**config.mk**
```make
export PLATFORM = sky130hd
export DESIGN_NAME = uart_rx_cfg_flat
export DESIGN_NICKNAME = d
export VERILOG_FILES = /design/src/rtl/uart_rx_cfg_if.sv /design/src/rtl/uart_rx_cfg.sv /design/src/flat_wrapper.sv
export SDC_FILE = /design/constraint.sdc
export NUM_CORES = 1
export LEC_CHECK = 0
export ABC_AREA = 1
export CORE_MARGIN = 10
export CORE_UTILIZATION = 40
export CTS_CLUSTER_DIAMETER = 50
export DETAILED_ROUTE_END_ITERATION = 6
export DONT_BUFFER_PORTS = 1
export HOLD_SLACK_MARGIN = 0.02
export PLACE_DENSITY = 0.65
export SETUP_SLACK_MARGIN = 0.05
export SLEW_MARGIN = 20
export SYNTH_ARGS = -nofsm -noshare
export SYNTH_HDL_FRONTEND = slang
export SYNTH_SLANG_ARGS = --single-unit
```
**constraint.sdc**
```tcl
create_clock -name clock -period 2.1 [get_ports clock]
set_clock_uncertainty 0.05 [all_clocks]
set_input_delay 0.42 -clock clock [delete_from_list [all_inputs] [get_ports clock]]
set_output_delay 0.42 -clock clock [all_outputs]
set_load 0.1 [all_outputs]
```
**src/rtl/uart_rx_cfg_if.sv**
```systemverilog
// ---------------------------------------------------------------------------
// uart_rx_cfg_if
// Signal bundle between the configurable UART receiver and its user.
//   rx_in             : asynchronous serial line, idle high
//   error_clear       : clears the sticky error flags
//   data_out          : last correctly framed word (LSB first on the line)
//   valid_out         : one-cycle pulse, data_out has just been updated
//   parity_error_out  : sticky parity error
//   framing_error_out : sticky framing error
//   break_out         : one-cycle pulse, line break detected
//   busy_out          : receiver is not idle
// Modports: master = receiver side, slave = user side.
// ---------------------------------------------------------------------------
interface uart_rx_cfg_if #(
  parameter int DATA_BITS = 8
);
  logic                 rx_in;
  logic                 error_clear;
  logic [DATA_BITS-1:0] data_out;
  logic                 valid_out;
  logic                 parity_error_out;
  logic                 framing_error_out;
  logic                 break_out;
  logic                 busy_out;

  modport master (
    input  rx_in, error_clear,
    output data_out, valid_out, parity_error_out, framing_error_out,
           break_out, busy_out
  );

  modport slave (
    output rx_in, error_clear,
    input  data_out, valid_out, parity_error_out, framing_error_out,
           break_out, busy_out
  );
endinterface

```
**src/rtl/uart_rx_cfg.sv**
```systemverilog
// ---------------------------------------------------------------------------
// uart_rx_cfg
// Configurable UART receiver: 5..9 data bits, none/even/odd parity, 1 or 2
// stop bits. Every bit is sampled three times around its centre and decided
// by 2-of-3 majority. Detects false starts, parity errors, framing errors and
// line breaks.
// Ports:
//   clock : single clock, rising edge
//   reset : synchronous, active-high
//   rx_if : uart_rx_cfg_if.master (serial input, error_clear, results)
// ---------------------------------------------------------------------------
`ifndef CLOCK_FREQUENCY
`define CLOCK_FREQUENCY 50000000
`endif
`ifndef BAUD_RATE
`define BAUD_RATE 115200
`endif

module uart_rx_cfg #(
  parameter int CLKS_PER_BIT = `CLOCK_FREQUENCY / `BAUD_RATE,  // >= 8
  parameter int DATA_BITS    = 8,                              // 5..9
  parameter int PARITY       = 0,                              // 0 none, 1 even, 2 odd
  parameter int STOP_BITS    = 1                               // 1 or 2
) (
  input logic           clock,
  input logic           reset,
  uart_rx_cfg_if.master rx_if
);

  localparam int CW = $clog2(CLKS_PER_BIT);
  localparam int BW = $clog2(DATA_BITS);
  localparam int H  = CLKS_PER_BIT / 2;

  localparam logic [CW-1:0] CNT_S0   = CW'(H - 1);
  localparam logic [CW-1:0] CNT_S1   = CW'(H);
  localparam logic [CW-1:0] CNT_VOTE = CW'(H + 1);
  localparam logic [CW-1:0] CNT_LAST = CW'(CLKS_PER_BIT - 1);
  localparam logic [BW-1:0] IDX_LAST = BW'(DATA_BITS - 1);
  localparam logic          STOP_LAST = 1'(STOP_BITS - 1);

  typedef enum logic [2:0] {
    S_IDLE      = 3'd0,
    S_START     = 3'd1,
    S_DATA      = 3'd2,
    S_PARITY    = 3'd3,
    S_STOP      = 3'd4,
    S_WAIT_HIGH = 3'd5
  } state_t;

  state_t               state, next_state;
  logic                 rx_meta, rxs;
  logic [CW-1:0]        cnt;
  logic [BW-1:0]        bit_idx;
  logic                 stop_idx;
  logic                 samp0, samp1;
  logic [DATA_BITS-1:0] shreg;
  logic                 par_bit;
  logic                 stop_bad;
  logic [DATA_BITS-1:0] data_q;
  logic                 valid_q, break_q, perr_q, ferr_q;

  // Decoded events
  logic vote, at_vote, at_end, last_stop, stop_good, word_zero, parity_ok;
  logic frame_done, accept, brk, perr_set, ferr_set, busy, in_bit_state;

  // -------------------------------------------------------------------------
  // State register
  // -------------------------------------------------------------------------
  // NOTE: sequential state is always assigned with <= so every flop samples
  // the pre-edge values of the others, whatever the statement order.
  always_ff @(posedge clock) begin
    if (reset) state <= S_IDLE;
    else       state <= next_state;
  end

  // -------------------------------------------------------------------------
  // Next-state logic
  // -------------------------------------------------------------------------
  // NOTE: next_state gets a default before the case so no path leaves it
  // unassigned; otherwise a latch would be inferred.
  always_comb begin
    next_state = state;
    case (state)
      S_IDLE:      if (!rxs) next_state = S_START;
      S_START: begin
        if (at_vote && vote) next_state = S_IDLE;   // false start
        else if (at_end)     next_state = S_DATA;
      end
      S_DATA:      if (at_end && bit_idx == IDX_LAST)
                     next_state = (PARITY != 0) ? S_PARITY : S_STOP;
      S_PARITY:    if (at_end) next_state = S_STOP;
      // Leave half a bit early so the next start edge is not missed.
      S_STOP:      if (at_vote && last_stop)
                     next_state = stop_good ? S_IDLE : S_WAIT_HIGH;
      S_WAIT_HIGH: if (rxs) next_state = S_IDLE;
      default:     next_state = S_IDLE;
    endcase
  end

  // -------------------------------------------------------------------------
  // Output / event decode
  // -------------------------------------------------------------------------
  always_comb begin
    vote       = (samp0 & samp1) | (samp0 & rxs) | (samp1 & rxs);
    at_vote    = (cnt == CNT_VOTE);
    at_end     = (cnt == CNT_LAST);
    last_stop  = (stop_idx == STOP_LAST);
    stop_good  = !stop_bad && vote;
    word_zero  = (shreg == '0) && ((PARITY == 0) || !par_bit);
    case (PARITY)
      1:       parity_ok = ~(^shreg ^ par_bit);
      2:       parity_ok =  (^shreg ^ par_bit);
      default: parity_ok = 1'b1;
    endcase
    frame_done   = (state == S_STOP) && at_vote && last_stop;
    accept       = frame_done && stop_good;
    brk          = frame_done && !stop_good && word_zero;
    perr_set     = accept && !parity_ok;
    busy         = (state != S_IDLE);
    in_bit_state = 1'b0;
    ferr_set     = frame_done && !stop_good && !word_zero;
    case (state)
      S_IDLE, S_WAIT_HIGH: ;
      S_START, S_DATA, S_PARITY, S_STOP: in_bit_state = 1'b1;
      default: ferr_set = 1'b1;                    // corrupted state register
    endcase
  end

  // -------------------------------------------------------------------------
  // Datapath
  // -------------------------------------------------------------------------
  always_ff @(posedge clock) begin
    if (reset) begin
      // Synchronizer resets to the idle line level so no false start follows.
      rx_meta  <= 1'b1;
      rxs      <= 1'b1;
      cnt      <= '0;
      bit_idx  <= '0;
      stop_idx <= 1'b0;
      samp0    <= 1'b1;
      samp1    <= 1'b1;
      shreg    <= '0;
      par_bit  <= 1'b0;
      stop_bad <= 1'b0;
      data_q   <= '0;
      valid_q  <= 1'b0;
      break_q  <= 1'b0;
      perr_q   <= 1'b0;
      ferr_q   <= 1'b0;
    end else begin
      rx_meta <= rx_if.rx_in;
      rxs     <= rx_meta;

      valid_q <= accept;
      break_q <= brk;
      if (accept) data_q <= shreg;
      // A flag being set in the same cycle as error_clear stays set.
      perr_q <= (perr_q & ~rx_if.error_clear) | perr_set;
      ferr_q <= (ferr_q & ~rx_if.error_clear) | ferr_set;

      // Bit-window counter restarts at every bit boundary and state change.
      if (in_bit_state && (next_state == state) && !at_end) cnt <= cnt + 1'b1;
      else                                                  cnt <= '0;

      if (cnt == CNT_S0) samp0 <= rxs;
      if (cnt == CNT_S1) samp1 <= rxs;

      case (state)
        S_START: begin
          bit_idx  <= '0;
          stop_idx <= 1'b0;
          stop_bad <= 1'b0;
        end
        S_DATA: begin
          if (at_vote) shreg   <= {vote, shreg[DATA_BITS-1:1]};
          if (at_end)  bit_idx <= bit_idx + 1'b1;
        end
        S_PARITY: if (at_vote) par_bit <= vote;
        S_STOP: begin
          if (at_vote && !vote) stop_bad <= 1'b1;
          if (at_end)           stop_idx <= stop_idx + 1'b1;
        end
        default: ;
      endcase
    end
  end

  assign rx_if.data_out          = data_q;
  assign rx_if.valid_out         = valid_q;
  assign rx_if.break_out         = break_q;
  assign rx_if.parity_error_out  = perr_q;
  assign rx_if.framing_error_out = ferr_q;
  assign rx_if.busy_out          = busy;

endmodule

```
**src/flat_wrapper.sv**
```systemverilog
// flat-port wrapper written by rule: the top's interface ports become plain ports
module uart_rx_cfg_flat 
#(
  parameter int CLKS_PER_BIT = `CLOCK_FREQUENCY / `BAUD_RATE,         
  parameter int DATA_BITS    = 8,                                     
  parameter int PARITY       = 0,                                                      
  parameter int STOP_BITS    = 1                                        
)
  (clock, reset, rx_if_rx_in, rx_if_error_clear, rx_if_data_out, rx_if_valid_out, rx_if_parity_error_out, rx_if_framing_error_out, rx_if_break_out, rx_if_busy_out);
  uart_rx_cfg_if #(.DATA_BITS(DATA_BITS)) rx_if_i ();
  input logic clock;
  input logic reset;
  input wire logic [$bits(rx_if_i.rx_in)-1:0] rx_if_rx_in;
  input wire logic [$bits(rx_if_i.error_clear)-1:0] rx_if_error_clear;
  output wire logic [$bits(rx_if_i.data_out)-1:0] rx_if_data_out;
  output wire logic [$bits(rx_if_i.valid_out)-1:0] rx_if_valid_out;
  output wire logic [$bits(rx_if_i.parity_error_out)-1:0] rx_if_parity_error_out;
  output wire logic [$bits(rx_if_i.framing_error_out)-1:0] rx_if_framing_error_out;
  output wire logic [$bits(rx_if_i.break_out)-1:0] rx_if_break_out;
  output wire logic [$bits(rx_if_i.busy_out)-1:0] rx_if_busy_out;
  assign rx_if_i.rx_in = rx_if_rx_in;
  assign rx_if_i.error_clear = rx_if_error_clear;
  assign rx_if_data_out = rx_if_i.data_out;
  assign rx_if_valid_out = rx_if_i.valid_out;
  assign rx_if_parity_error_out = rx_if_i.parity_error_out;
  assign rx_if_framing_error_out = rx_if_i.framing_error_out;
  assign rx_if_break_out = rx_if_i.break_out;
  assign rx_if_busy_out = rx_if_i.busy_out;
  uart_rx_cfg #(.CLKS_PER_BIT(CLKS_PER_BIT), .DATA_BITS(DATA_BITS), .PARITY(PARITY), .STOP_BITS(STOP_BITS)) u_core (.clock(clock), .reset(reset), .rx_if(rx_if_i));
endmodule
```
==> metrics <==
initial DRC count=102; met1 wire length=1940 um; WP data required=2.24 ns; Synth Net Count=250; WP buf/inv=2; Initial Util=41.2%; Worst Reg2Reg Path Length in Cells=13; Pint=0.00103 W; post-CTS setup buffer count=0; top sig layer=met4; post-synthesis sequential area ratio=42.5%; GP Congestion=0.826; Worst-path clk slew=0.08 ns; CP startpoint kind=register; Power Density=622 nW/um2; Syn Std Cell Area=1930 um2; initial antenna violation count=0; Antenna Cells=0; clk_lat worst skew=0.30 ns; core area=4690 um2; DP Area=2090 um2; Num CTS Buffers=5; DP Wirelength=2880 um; r2r setup slk=0.33 ns; hold buffer count at cts=0; WL met2=1630 um; Post-synth EDFFs=0; RR Endpoint=u_core.cnt[6]; hold path endpoint=u_core.rx_if.parity_error_out; Non-Filler Instances=312; final core utilization=46.5%; I/O Buffers=0; sequential power share=58.3%; CP arrival=1.90 ns; maximum VDD drop=0.358 mV; Reg-to-Reg Start=u_core.cnt[0]; via count=1540; critical-path cell list=inv_1 -> ha_1 -> inv_1 -> nor2_1 -> nand2_1 -> nor2_4 -> nand2_1 -> nand2_1 -> nand3_1 -> nand2_1 -> nand2_2 -> nand2_4 -> nor2_2; first-pass GRT wire length=7100 um; fillers=473; vias in the first global route=1552; IO Pins=17; TritonCTS clock tree=built; max-cap viol count=0; Synth cell types=39; unrepaired setup endpoints after global routing=false; CTS root buffer=clkbuf_8; Area Growth Syn to Fin=12.8%; hold path start=rx_if_error_clear; number of H-tree levels=2; overall routed net length=3830 um; Worst Tran Pin Value=0.325 ns; die width=89.5 um; die height=89.5 um; GR Util All Layers=11.2%; # rows=25; layout cell share with drive strength beyond 1=24.4%; pin count of the biggest net entering global routing=18; ratio of final minimum period to clock period=84.1%; worst hold stages=1; first drt pass iteration count=4; Tmin final=1.77 ns; clock buffer depth=2; worst min-delay path class=input pin to register; crit end category=register; Leak=0.829 nW; die area=8010 um2; Mapped Cells=240; drt drc=0; delay-heaviest family, CP=simple AND/OR/NAND/NOR gates; Synth Flop Type=dfxtp_1; Switching Share=23.8%; GR Overflow Total=0; f_max=566 MHz; Slowest cell on crit path=dfxtp_1; Final Cell Area=2180 um2; CP Class=register to register; antenna-violating nets left=0; Slew Viols, Final=0; crit-path max cell delay=0.36 ns; Placed Cells=304; Net Sw Power=0.000323 W; Clock Sinks=41; Clk pwr share=37.4%; Synthesis Warnings=0; relative slew slack=78.1%; vias per cell=4.94; combinational share of power=4.3%; status=finished clean; DR WL/cell=12.3 um; setup TNS=0 ns; CP most frequent cell=nand2_1; Final setup viols=0; syn_area_per_cell=8.05 um2; Hold Violations, Final=0; final net count=267; Met3 Routed Length=175 um; crit-path max FO=9; asr flop ratio synth=0%; Yosys reg bits=41
flip-flops by register name, indices dropped and copies added (netlist names), 3 cells and up:
name                   count
u_core.shreg               8
u_core.bit_idx             3
u_core.rx_if.data_out      8
u_core.cnt                 9
u_core.state               3
cell usage after synthesis (3+ instances only):
library cell	number	area share, %
nor2_1	23	4.5
nand3_1	13	3.4
nand2_2	6	1.9
nor2_2	13	4.2
dfxtp_1	41	42
clkbuf_1	3	0.58
nor2_4	3	1.7
o21ai_0	15	3.9
inv_1	23	4.5
xor2_1	6	2.7
a21oi_1	18	4.7
nand4_1	4	1.3
ha_1	6	3.9
inv_2	6	1.2
a211oi_1	4	1.6
nand2_1	27	5.2
nor3_1	3	0.78
logic make-up after synthesis:
logic type,count (synthesis),share of synthesized area (%)
buffers and inverters,35,7.25
AO/OA/AOI/OAI,47,14.4
adder cells (fa/ha/maj),6,3.88
XOR/XNOR,7,3.17
AND/OR/NAND/NOR,104,28.8
flip-flops,41,42.5
worst max-delay path by stage:
stage	end	cells past startpoint	slack (ns)	start
global route	u_core.cnt[4]	13	0.08	u_core.cnt[0]
finish	u_core.cnt[6]	13	0.33	u_core.cnt[0]
detailed placement	u_core.shreg[0]	9	0.25	u_core.cnt[0]
CTS	u_core.shreg[0]	9	0.24	u_core.cnt[0]
floorplan	rx_if_busy_out	2	0.50	u_core.state[1]
global placement	u_core.shreg[0]	9	0.29	u_core.cnt[0]
worst reg2reg max path, stage by stage, from the launching register on:
cell and delay, ns:
dfxtp_1 0.36, inv_1 0.11, ha_1 0.18, inv_1 0.04, nor2_1 0.07, nand2_1 0.09, nor2_4 0.16, nand2_1 0.09
nand2_1 0.09, nand3_1 0.09, nand2_1 0.09, nand2_2 0.06, nand2_4 0.15, nor2_2 0.05
routing by layer:
metal,vias to the layer above,global-route usage (%)
met5,-,0
met4,0,5.92
met3,8,2.92
met2,27,16.4
met1,684,14.5
li1,821,-
per-stage QoR:
step	total power (W)	worst slack (ns)	hold slack, ns
floorplan	0.000859	0.496	0.339
global placement	0.000867	0.293	0.356
detailed placement	0.000868	0.255	0.352
CTS	0.00137	0.240	0.118
global route	0.00142	0.0772	0.114
finish	0.00136	0.334	0.127
cell usage in the layout (no fill, tap or decap), drive strengths merged, types with 2 or more instances in the layout:
| cell type | count |
|---|---|
| or2 | 3 |
| nand2 | 34 |
| nor2 | 39 |
| xor2 | 6 |
| a21oi | 19 |
| a211oi | 6 |
| ha | 6 |
| inv | 29 |
| buf | 15 |
| clkbuf | 5 |
| o21ai | 17 |
| nand4 | 4 |
| clkinv | 3 |
| dfxtp | 41 |
| nand3 | 15 |
| nor3 | 4 |
| nor4 | 2 |
power by group through the flow:
stage / registers, W / clock network [W] / logic, W
after floorplan: 0.000807 / 0 / 0.0000517
after global placement: 0.000809 / 0 / 0.0000580
after detailed placement: 0.000809 / 0 / 0.0000585
after CTS: 0.000791 / 0.000525 / 0.0000587
after global routing: 0.000791 / 0.000563 / 0.0000664
final: 0.000791 / 0.000507 / 0.0000581
area by class of cell:
class | count | area [um2] | area share [%]
multi-input cells | 164 | 980 | 44.9
inverters | 30 | 113 | 5.17
well taps | 54 | 67.6 | 3.10
clock inverters | 3 | 17.5 | 0.804
flip-flops and latches | 41 | 821 | 37.7
repair buffers | 15 | 113 | 5.17
clock buffers | 5 | 68.8 | 3.16
repair_timing:
action / CTS / global route
gates resized for setup: 0 / 2
hold endpoints to repair: 0 / 0
endpoints found under the setup margin: 0 / 10
Power figures use the tool's default switching activity.
